==> config.mk <==
export PLATFORM = sky130hd
export DESIGN_NAME = ex_muldiv_unit
export DESIGN_NICKNAME = d
export VERILOG_FILES = /design/src/rtl/ex_muldiv_unit.sv
export SDC_FILE = /design/constraint.sdc
export NUM_CORES = 1
export LEC_CHECK = 0
export ABC_CLOCK_PERIOD_IN_PS = 9800
export CAP_MARGIN = 5
export CORE_UTILIZATION = 55
export DETAILED_ROUTE_END_ITERATION = 6
export PLACE_DENSITY = 0.75
export RECOVER_POWER = 50
export SLEW_MARGIN = 5
export SYNTH_ARGS = -nofsm -noshare
export SYNTH_HDL_FRONTEND = slang
export SYNTH_SLANG_ARGS = --single-unit
==> constraint.sdc <==
create_clock -name clk -period 9.8 [get_ports clk]
set_clock_uncertainty 0.05 [all_clocks]
set_input_delay 2.45 -clock clk [delete_from_list [all_inputs] [get_ports clk]]
set_output_delay 2.45 -clock clk [all_outputs]
set_load 0.01 [all_outputs]
==> src/rtl/ex_muldiv_unit.sv <==
// Iterative RV32M multiply/divide unit for the execute stage. One op in flight;
// shift-add multiply and restoring divide take 32 cycles, divide corner cases take one.
module ex_muldiv_unit #(
    parameter int XLEN = 32
) (
    input  logic            clk,
    input  logic            rst,
    input  logic            start,
    input  logic [2:0]      funct3,
    input  logic [XLEN-1:0] rs1_val,
    input  logic [XLEN-1:0] rs2_val,
    input  logic [4:0]      rd_in,
    input  logic            flush,
    output logic            stall,
    output logic            done,
    output logic [XLEN-1:0] result,
    output logic [4:0]      rd_out,
    output logic            reg_write_out
);
    localparam logic [1:0] S_IDLE = 2'd0;
    localparam logic [1:0] S_CALC = 2'd1;
    localparam logic [1:0] S_DONE = 2'd2;
    localparam logic [XLEN-1:0] MIN_INT = {1'b1, {(XLEN-1){1'b0}}};

    logic [1:0]        state;
    logic [2:0]        op;
    logic [4:0]        rd_q;
    logic [4:0]        count;
    logic [XLEN-1:0]   a_abs;
    logic [XLEN-1:0]   b_abs;
    logic              neg_q;
    logic              neg_r;
    logic [2*XLEN-1:0] acc;
    logic [XLEN:0]     rem;

    logic              accept;
    logic              is_div;
    logic              sign_a;
    logic              sign_b;
    logic              a_neg;
    logic              b_neg;
    logic              div_by_zero;
    logic              div_ovf;
    logic              special;
    logic [XLEN-1:0]   a_in;
    logic [XLEN-1:0]   b_in;
    logic [XLEN-1:0]   special_res;

    assign accept      = (state == S_IDLE) && start && !flush;
    assign is_div      = funct3[2];
    assign sign_a      = (funct3 == 3'b001) || (funct3 == 3'b010) ||
                         (funct3 == 3'b100) || (funct3 == 3'b110);
    assign sign_b      = (funct3 == 3'b001) || (funct3 == 3'b100) || (funct3 == 3'b110);
    assign a_neg       = sign_a && rs1_val[XLEN-1];
    assign b_neg       = sign_b && rs2_val[XLEN-1];
    assign a_in        = a_neg ? -rs1_val : rs1_val;
    assign b_in        = b_neg ? -rs2_val : rs2_val;
    assign div_by_zero = is_div && (rs2_val == '0);
    assign div_ovf     = is_div && !funct3[0] && (rs1_val == MIN_INT) && (rs2_val == '1);
    assign special     = div_by_zero || div_ovf;

    // funct3[1] separates REM/REMU from DIV/DIVU among the divide ops
    always_comb begin
        special_res = '0;
        if (funct3[1]) begin
            special_res = div_by_zero ? rs1_val : '0;
        end else begin
            special_res = div_by_zero ? '1 : MIN_INT;
        end
    end

    logic [XLEN:0]     mul_sum;
    logic [2*XLEN-1:0] mul_next;
    logic [2*XLEN-1:0] prod;
    logic [XLEN+1:0]   div_shift;
    logic [XLEN+1:0]   div_diff;
    logic              div_ok;
    logic [XLEN:0]     rem_next;
    logic [XLEN-1:0]   quo_next;
    logic [XLEN-1:0]   quo_fix;
    logic [XLEN-1:0]   rem_fix;
    logic [XLEN-1:0]   final_res;

    // Multiply keeps the multiplier in acc's low half and shifts the product in from the top;
    // divide keeps the dividend in acc's low half and shifts quotient bits in from the bottom.
    assign mul_sum   = {1'b0, acc[2*XLEN-1:XLEN]} + (acc[0] ? {1'b0, a_abs} : '0);
    assign mul_next  = {mul_sum, acc[XLEN-1:1]};
    assign div_shift = {rem, acc[XLEN-1]};
    assign div_diff  = div_shift - {2'b00, b_abs};
    assign div_ok    = ~div_diff[XLEN+1];
    assign rem_next  = div_ok ? div_diff[XLEN:0] : div_shift[XLEN:0];
    assign quo_next  = {acc[XLEN-2:0], div_ok};
    assign prod      = neg_q ? -mul_next : mul_next;
    assign quo_fix   = neg_q ? -quo_next : quo_next;
    assign rem_fix   = neg_r ? -rem_next[XLEN-1:0] : rem_next[XLEN-1:0];

    always_comb begin
        final_res = '0;
        case (op)
            3'b000:                 final_res = prod[XLEN-1:0];
            3'b001, 3'b010, 3'b011: final_res = prod[2*XLEN-1:XLEN];
            3'b100, 3'b101:         final_res = quo_fix;
            default:                final_res = rem_fix;
        endcase
    end

    always_ff @(posedge clk or posedge rst) begin
        if (rst) begin
            state  <= S_IDLE;
            op     <= '0;
            rd_q   <= '0;
            count  <= '0;
            a_abs  <= '0;
            b_abs  <= '0;
            neg_q  <= 1'b0;
            neg_r  <= 1'b0;
            acc    <= '0;
            rem    <= '0;
            result <= '0;
            rd_out <= '0;
        end else begin
            case (state)
                S_IDLE: begin
                    if (accept) begin
                        op    <= funct3;
                        rd_q  <= rd_in;
                        a_abs <= a_in;
                        b_abs <= b_in;
                        neg_q <= a_neg ^ b_neg;
                        neg_r <= a_neg;
                        count <= '0;
                        rem   <= '0;
                        acc   <= is_div ? {{XLEN{1'b0}}, a_in} : {{XLEN{1'b0}}, b_in};
                        if (special) begin
                            state  <= S_DONE;
                            result <= special_res;
                            rd_out <= rd_in;
                        end else begin
                            state <= S_CALC;
                        end
                    end
                end
                S_CALC: begin
                    if (flush) begin
                        state <= S_IDLE;
                    end else begin
                        count <= count + 5'd1;
                        acc   <= op[2] ? {{XLEN{1'b0}}, quo_next} : mul_next;
                        rem   <= op[2] ? rem_next : rem;
                        if (count == 5'd31) begin
                            state  <= S_DONE;
                            result <= final_res;
                            rd_out <= rd_q;
                        end
                    end
                end
                default: state <= S_IDLE;
            endcase
        end
    end

    // stall drops in DONE so the EX->WB register captures the result on that edge
    assign stall         = accept || (state == S_CALC);
    assign done          = (state == S_DONE);
    assign reg_write_out = done && (rd_out != 5'd0);

endmodule

==> impl_metrics.json, run 1 <==
{
  "status": "complete, but fails checks",
  "violations": "DRC, capacitance limit, slew limit",
  "criticalPathCategory": "in -> out",
  "post_cts_buffers": 0,
  "port_buffers": 115,
  "critPathMaxStageDelay_ps": 1080,
  "syn_inst": 2474,
  "crit_fanout": 33,
  "grt_use_total": 0.3988,
  "arrival_ps": 4960,
  "max_slew.worst_pin.slew_ps": 3919,
  "power_density_mw_per_mm2": 295.4,
  "cap_violations": 6,
  "drt-pass1-iter-count": 7,
  "num_rows": 67,
  "synth_edf_count": 0,
  "hold_start": "a_abs[7]",
  "reg2reg_slack_ps": 3620,
  "synth-main-ff-cell": "dfrtp_1",
  "grt_use_met3": 0.09115,
  "cts_buffers": 26,
  "syn_area_per_cell_um2": 7.671,
  "finalInstanceArea_mm2": 0.02112,
  "cp-start-kind": "input pin",
  "top_usage_layer": "met2",
  "grt_use_met1": 0.5628,
  "endpoint": "stall",
  "worst_r2r_path_depth": 19,
  "drtAntennaViolNets": 0,
  "yosysSeqAreaShare": 0.2835,
  "grt_overflow_total": 0,
  "n_fill_cell": 3062,
  "reg2reg_to": "result[16]",
  "netlist_area_mm2": 0.01898,
  "grt_use_met2": 0.5929,
  "synth_warnings": 0,
  "clk_latency_ps": 570,
  "htreeDepth": 1,
  "die_width_um": 187.8,
  "dp_hpwl_um": 54600,
  "hold_class": "reg -> reg",
  "hold_violations": 0,
  "relSlewSlack": -1.627,
  "slowest_stage": "clkbuf_1",
  "io_pins": 116,
  "core_mm2": 0.03370,
  "route.vias.total": 19530,
  "maxSlewViolCount": 403,
  "clockBufferDepth": 3,
  "clkTransAtPathRegs_ps": 70,
  "die_h_um": 187.8,
  "rsz0062_at_grt": "false",
  "first_global_vias": 18070,
  "grt_pass1_wl_um": 109000,
  "period_share": 0.7609,
  "finalCriticalPeriod_ps": 7457,
  "grt_antenna_before_repair": 2,
  "irDropWorstVdd_uv": 230.2,
  "cp-end-kind": "output port",
  "final_nets": 2616,
  "rr_startpoint": "rem[17]",
  "grt_max_degree": 84,
  "start_util": 0.5632,
  "vias_per_cell": 6.655,
  "setup_viol": 0,
  "dpl_cell_area_mm2": 0.02028,
  "gp_congestion": 1.004,
  "fin_tns_setup_ps": 0,
  "drc_errors": 3,
  "worstPathRequired_ps": 7300,
  "synth-seq-cells": 215,
  "syn2layout_area_growth_pct": 11.27,
  "clk_root_buffer_cell": "clkbuf_16",
  "fp.dieArea_mm2": 0.03525,
  "async_flop_share": 1.000,
  "clock-sinks": 215,
  "crit_path_start": "flush",
  "cts_tree": "done",
  "power.leakage_nw": 8.774,
  "path_cells": "dlygate4sd3_1, nand3b_1, clkbuf_1, nand2_1, clkdlybuf4s50_1",
  "wl_per_cell_um": 24.12,
  "post_cts_resized": 0,
  "totalWireLength_um": 70800,
  "drt_iter0_markers": 2526,
  "synth_cell_types": 84,
  "p_total_mw": 6.238,
  "drive_gt1_frac": 0.04465,
  "layout_common_cells": "o21ai_0 (298), nand2_1 (272), a21oi_1 (218)",
  "fmax_mhz": 134.1,
  "synthesis.nets": 2624,
  "hold_buffers": 0,
  "layout_commonest_cell": "o21ai_0"
}
## state kept, by name, indices dropped and copies added, names as in the netlist
signal / count
neg_q: 1
rd_q: 5
neg_r: 1
count: 5
b_abs: 32
state: 2
acc: 64
op: 3
rd_out: 5
a_abs: 32
rem: 33
result: 32
## worst max-delay path, delay by kind of cell
kind	cells	cell delay, ps
buffers and inverters	3	2220
AND/OR/NAND/NOR	2	260
## final cells by class
class,instances,area (µm²),share of cell area
repair buffers,146,1355,0.06417
multi-input cells,2005,12660,0.5997
inverters,72,271.5,0.01286
clock buffers,38,765.7,0.03626
diodes,1,2.502,0.0001185
well taps,448,560.5,0.02654
clock inverters,10,116.4,0.005510
flip-flops and latches,215,5383,0.2549
## routing by layer
metal | share of wire | wire length, µm
met1 | 0.42 | 30020
met2 | 0.43 | 30100
met3 | 0.11 | 7594
met5 | 0.00062 | 44
met4 | 0.043 | 3043
## how the worst min path moves through the flow
stage | slack, ps | end | depth (start not counted)
global placement | 410 | a_abs[26] | 2
floorplan | 390 | a_abs[0] | 2
global route | 450 | a_abs[7] | 2
CTS | 430 | a_abs[7] | 2
finish | 430 | a_abs[7] | 2
detailed placement | 410 | a_abs[7] | 2
## power by group
group	internal (mW)	switching, mW
sequential	1.20	0.376
clock	0.594	0.417
combinational	1.31	2.35
## per-stage QoR
stage | instances | setup slack (ps) | utilization | hold WS, ps
after CTS | 2934 | 3196 | 0.6279 | 428.0
final | 2935 | 2344 | 0.6266 | 427.0
after floorplan | 2474 | 1421 | - | 392.4
after global routing | 2934 | 2133 | 0.6266 | 450.6
after global placement | 2886 | 3219 | 0.6017 | 406.7
after detailed placement | 2886 | 3065 | 0.6017 | 413.0
## cells in the mapped netlist, types with 14 or more instances
cell	n	area, µm²
nand3_1	62	310.3
o41ai_1	14	122.6
a21o_1	23	172.7
dfrtp_1	215	5380
a22o_1	26	227.7
nor4_1	22	137.6
clkbuf_1	149	559.3
nand4_1	23	143.9
a22oi_1	14	105.1
o31ai_1	36	270.3
nand2b_1	16	100.1
nand2_1	273	1025
and2_1	50	312.8
a211oi_1	29	217.7
o21ai_0	298	1491
buf_1	24	90.09
xnor2_1	113	989.7
a21oi_1	218	1091
nor3_1	59	295.3
nor2_1	190	713.2
mux2i_1	88	880.8
ha_1	72	900.9
xor2_1	113	989.7
or3_1	22	137.6
a31oi_1	25	156.4
inv_1	71	266.5
o211ai_1	21	157.7
## cells by family after synthesis
group	count (synthesis)	share of synthesized area
buf+inv	254	0.05116
mux	93	0.04938
xor+xnor	226	0.1043
compound gates	810	0.2599
simple gates	802	0.2022
flops	215	0.2835
fa+ha+maj	74	0.04958
No activity file was read; power rests on OpenSTA's default activity.
==> inputs of run 2 (changes only) <==
--- a/config.mk
+++ b/config.mk
@@ -5,7 +5,7 @@
 export SDC_FILE = /design/constraint.sdc
 export NUM_CORES = 1
 export LEC_CHECK = 0
-export ABC_CLOCK_PERIOD_IN_PS = 9800
+export ABC_CLOCK_PERIOD_IN_PS = 7400
 export CAP_MARGIN = 5
 export CORE_UTILIZATION = 55
 export DETAILED_ROUTE_END_ITERATION = 6
==> constraint.sdc (replaced) <==
create_clock -name clk -period 7.4 [get_ports clk]
set_clock_uncertainty 0.05 [all_clocks]
set_input_delay 1.85 -clock clk [delete_from_list [all_inputs] [get_ports clk]]
set_output_delay 1.85 -clock clk [all_outputs]
set_load 0.01 [all_outputs]
==> run 2 against run 1 <==
  * The flow finishes with violations (capacitance limit, slew limit)
  * Worst setup slack lost 780 ps
  * Design area shrank 0.14%
  * Via count grew 0.20%
  * Combinational power grew 32%
  * Die area is the same
  * Sequential power grew 34%
  * Largest cell class unchanged
==> impl_metrics.json, run 2 (same netlist as run 1, synthesis figures left out) <==
{
  "clk_latency_ps": 580,
  "num_rows": 67,
  "violations": "capacitance limit, slew limit",
  "clock-sinks": 215,
  "holdWs_ps": 423.0,
  "start_util": 0.5632,
  "status": "complete, but fails checks",
  "rsz0062_at_grt": "false",
  "post_cts_buffers": 0,
  "power.leakage_nw": 8.696,
  "worst_r2r_path_depth": 16,
  "drc_errors": 0,
  "max_slew.worst_pin.slew_ps": 3961,
  "hold_buffers": 0,
  "layout_commonest_cell": "o21ai_0",
  "crit_cells": 3,
  "finalCriticalPeriod_ps": 5833,
  "vias_per_cell": 6.680,
  "hold_class": "reg -> reg",
  "multi_input_area_mm2": 0.01266,
  "final_nets": 2611,
  "htreeDepth": 1,
  "top_register": "acc",
  "clk_root_buffer_cell": "clkbuf_16",
  "seq_area_mm2": 0.005383,
  "grt_use_total": 0.3929,
  "critPathMaxStageDelay_ps": 2580,
  "top_regs": "acc: 64 flops, rem: 33 flops",
  "fin_ws_ps": 1567,
  "power_density_mw_per_mm2": 392.0,
  "finalInstanceArea_mm2": 0.02109,
  "relSlewSlack": -1.641,
  "criticalPathCategory": "in -> async",
  "die_width_um": 187.8,
  "path_cells": "clkdlybuf4s50_1, clkinvlp_4, clkbuf_2",
  "dp_hpwl_um": 53580,
  "die_h_um": 187.8,
  "crit_path_start": "rst",
  "syn2layout_area_growth_pct": 11.12,
  "drt_iter0_markers": 2691,
  "instances_no_fill": 2930,
  "rr_startpoint": "acc[31]",
  "hold_violations": 0,
  "route.vias.total": 19570,
  "fin_tns_setup_ps": 0,
  "period_share": 0.7882,
  "core_mm2": 0.03370,
  "layout_common_cells": "o21ai_0 (298), nand2_1 (272), a21oi_1 (218)",
  "arrival_ps": 5230,
  "post_cts_resized": 0,
  "port_buffers": 115,
  "cp-start-kind": "input pin",
  "clkTransAtPathRegs_ps": 60,
  "cts_tree": "done",
  "reg2reg_slack_ps": 1710,
  "reg2reg_to": "result[25]",
  "gp_congestion": 1.020,
  "grt_antenna_before_repair": 2,
  "drive_gt1_frac": 0.04434,
  "n_fill_cell": 3062,
  "dpl.cell_count": 2881,
  "crit_buf_inv": 3,
  "maxSlewViolCount": 452,
  "io_pins": 116,
  "irDropWorstVdd_uv": 255.5,
  "drtAntennaViolNets": 0,
  "grt_overflow_total": 0,
  "fp.dieArea_mm2": 0.03525,
  "wl_per_cell_um": 23.95,
  "endpoint": "op[2]",
  "setup_viol": 0,
  "cap_violations": 5,
  "largest_register_ff_count": 64,
  "totalWireLength_um": 70190,
  "first_global_vias": 17880,
  "grt_pass1_wl_um": 107200,
  "slowest_stage": "clkbuf_2",
  "worstPathRequired_ps": 6790,
  "p_total_mw": 8.267,
  "crit_family": "buffers and inverters",
  "final_core_util": 0.6258,
  "fmax_mhz": 171.4,
  "place_ws_ps": 1358,
  "grt_max_degree": 165,
  "crit_fanout": 150,
  "cts_buffers": 26,
  "clockBufferDepth": 3,
  "drt-pass1-iter-count": 6,
  "cp-end-kind": "asynchronous set/reset pin",
  "dpl_cell_area_mm2": 0.02026
}
[run 2: cell types whose count changed in the layout (fill, tap and decap cells not counted), sizes merged, moves of 2 or more]
cell	change
clkbuf	-8
dlygate4sd3	-19
buf	-3
clkdlybuf4s50	+19
clkinvlp	+2
inv	+3
[run 2: tightest hold or removal path, delay by kind of cell, from the launching register on]
| kind | cells | cell delay (ps) |
|---|---|---|
| flops | 1 | 330 |
| compound gates | 1 | 60 |
| simple gates | 1 | 50 |
[run 2: how the worst min path moves through the flow]
stage	endpoint	cells after the start	from
finish	a_abs[21]	2	a_abs[21]
global route	a_abs[21]	2	a_abs[21]
CTS	a_abs[21]	2	a_abs[21]
detailed placement	a_abs[25]	2	a_abs[25]
global placement	rd_q[0]	2	rd_q[0]
floorplan	a_abs[0]	2	a_abs[0]
[run 2: layer usage]
metal,share of wire,track usage,vias to the layer above
met5,0.0016,0.02060,-
met4,0.053,0.1814,4
met2,0.41,0.5640,1223
li1,-,-,8871
met1,0.41,0.5459,9267
met3,0.12,0.1050,206
[run 2: final cells by class]
cell class / count / share of cell area
diodes: 1 / 0.0001187
clock buffers: 32 / 0.03435
clock inverters: 16 / 0.007535
inverters: 72 / 0.01299
multi-input cells: 2005 / 0.6004
flip-flops and latches: 215 / 0.2552
well taps: 448 / 0.02658
repair buffers: 141 / 0.06283
[run 2: where the power goes]
group,internal [mW],switching [mW]
Clock,0.772,0.576
Combinational,1.72,3.08
Sequential,1.58,0.529
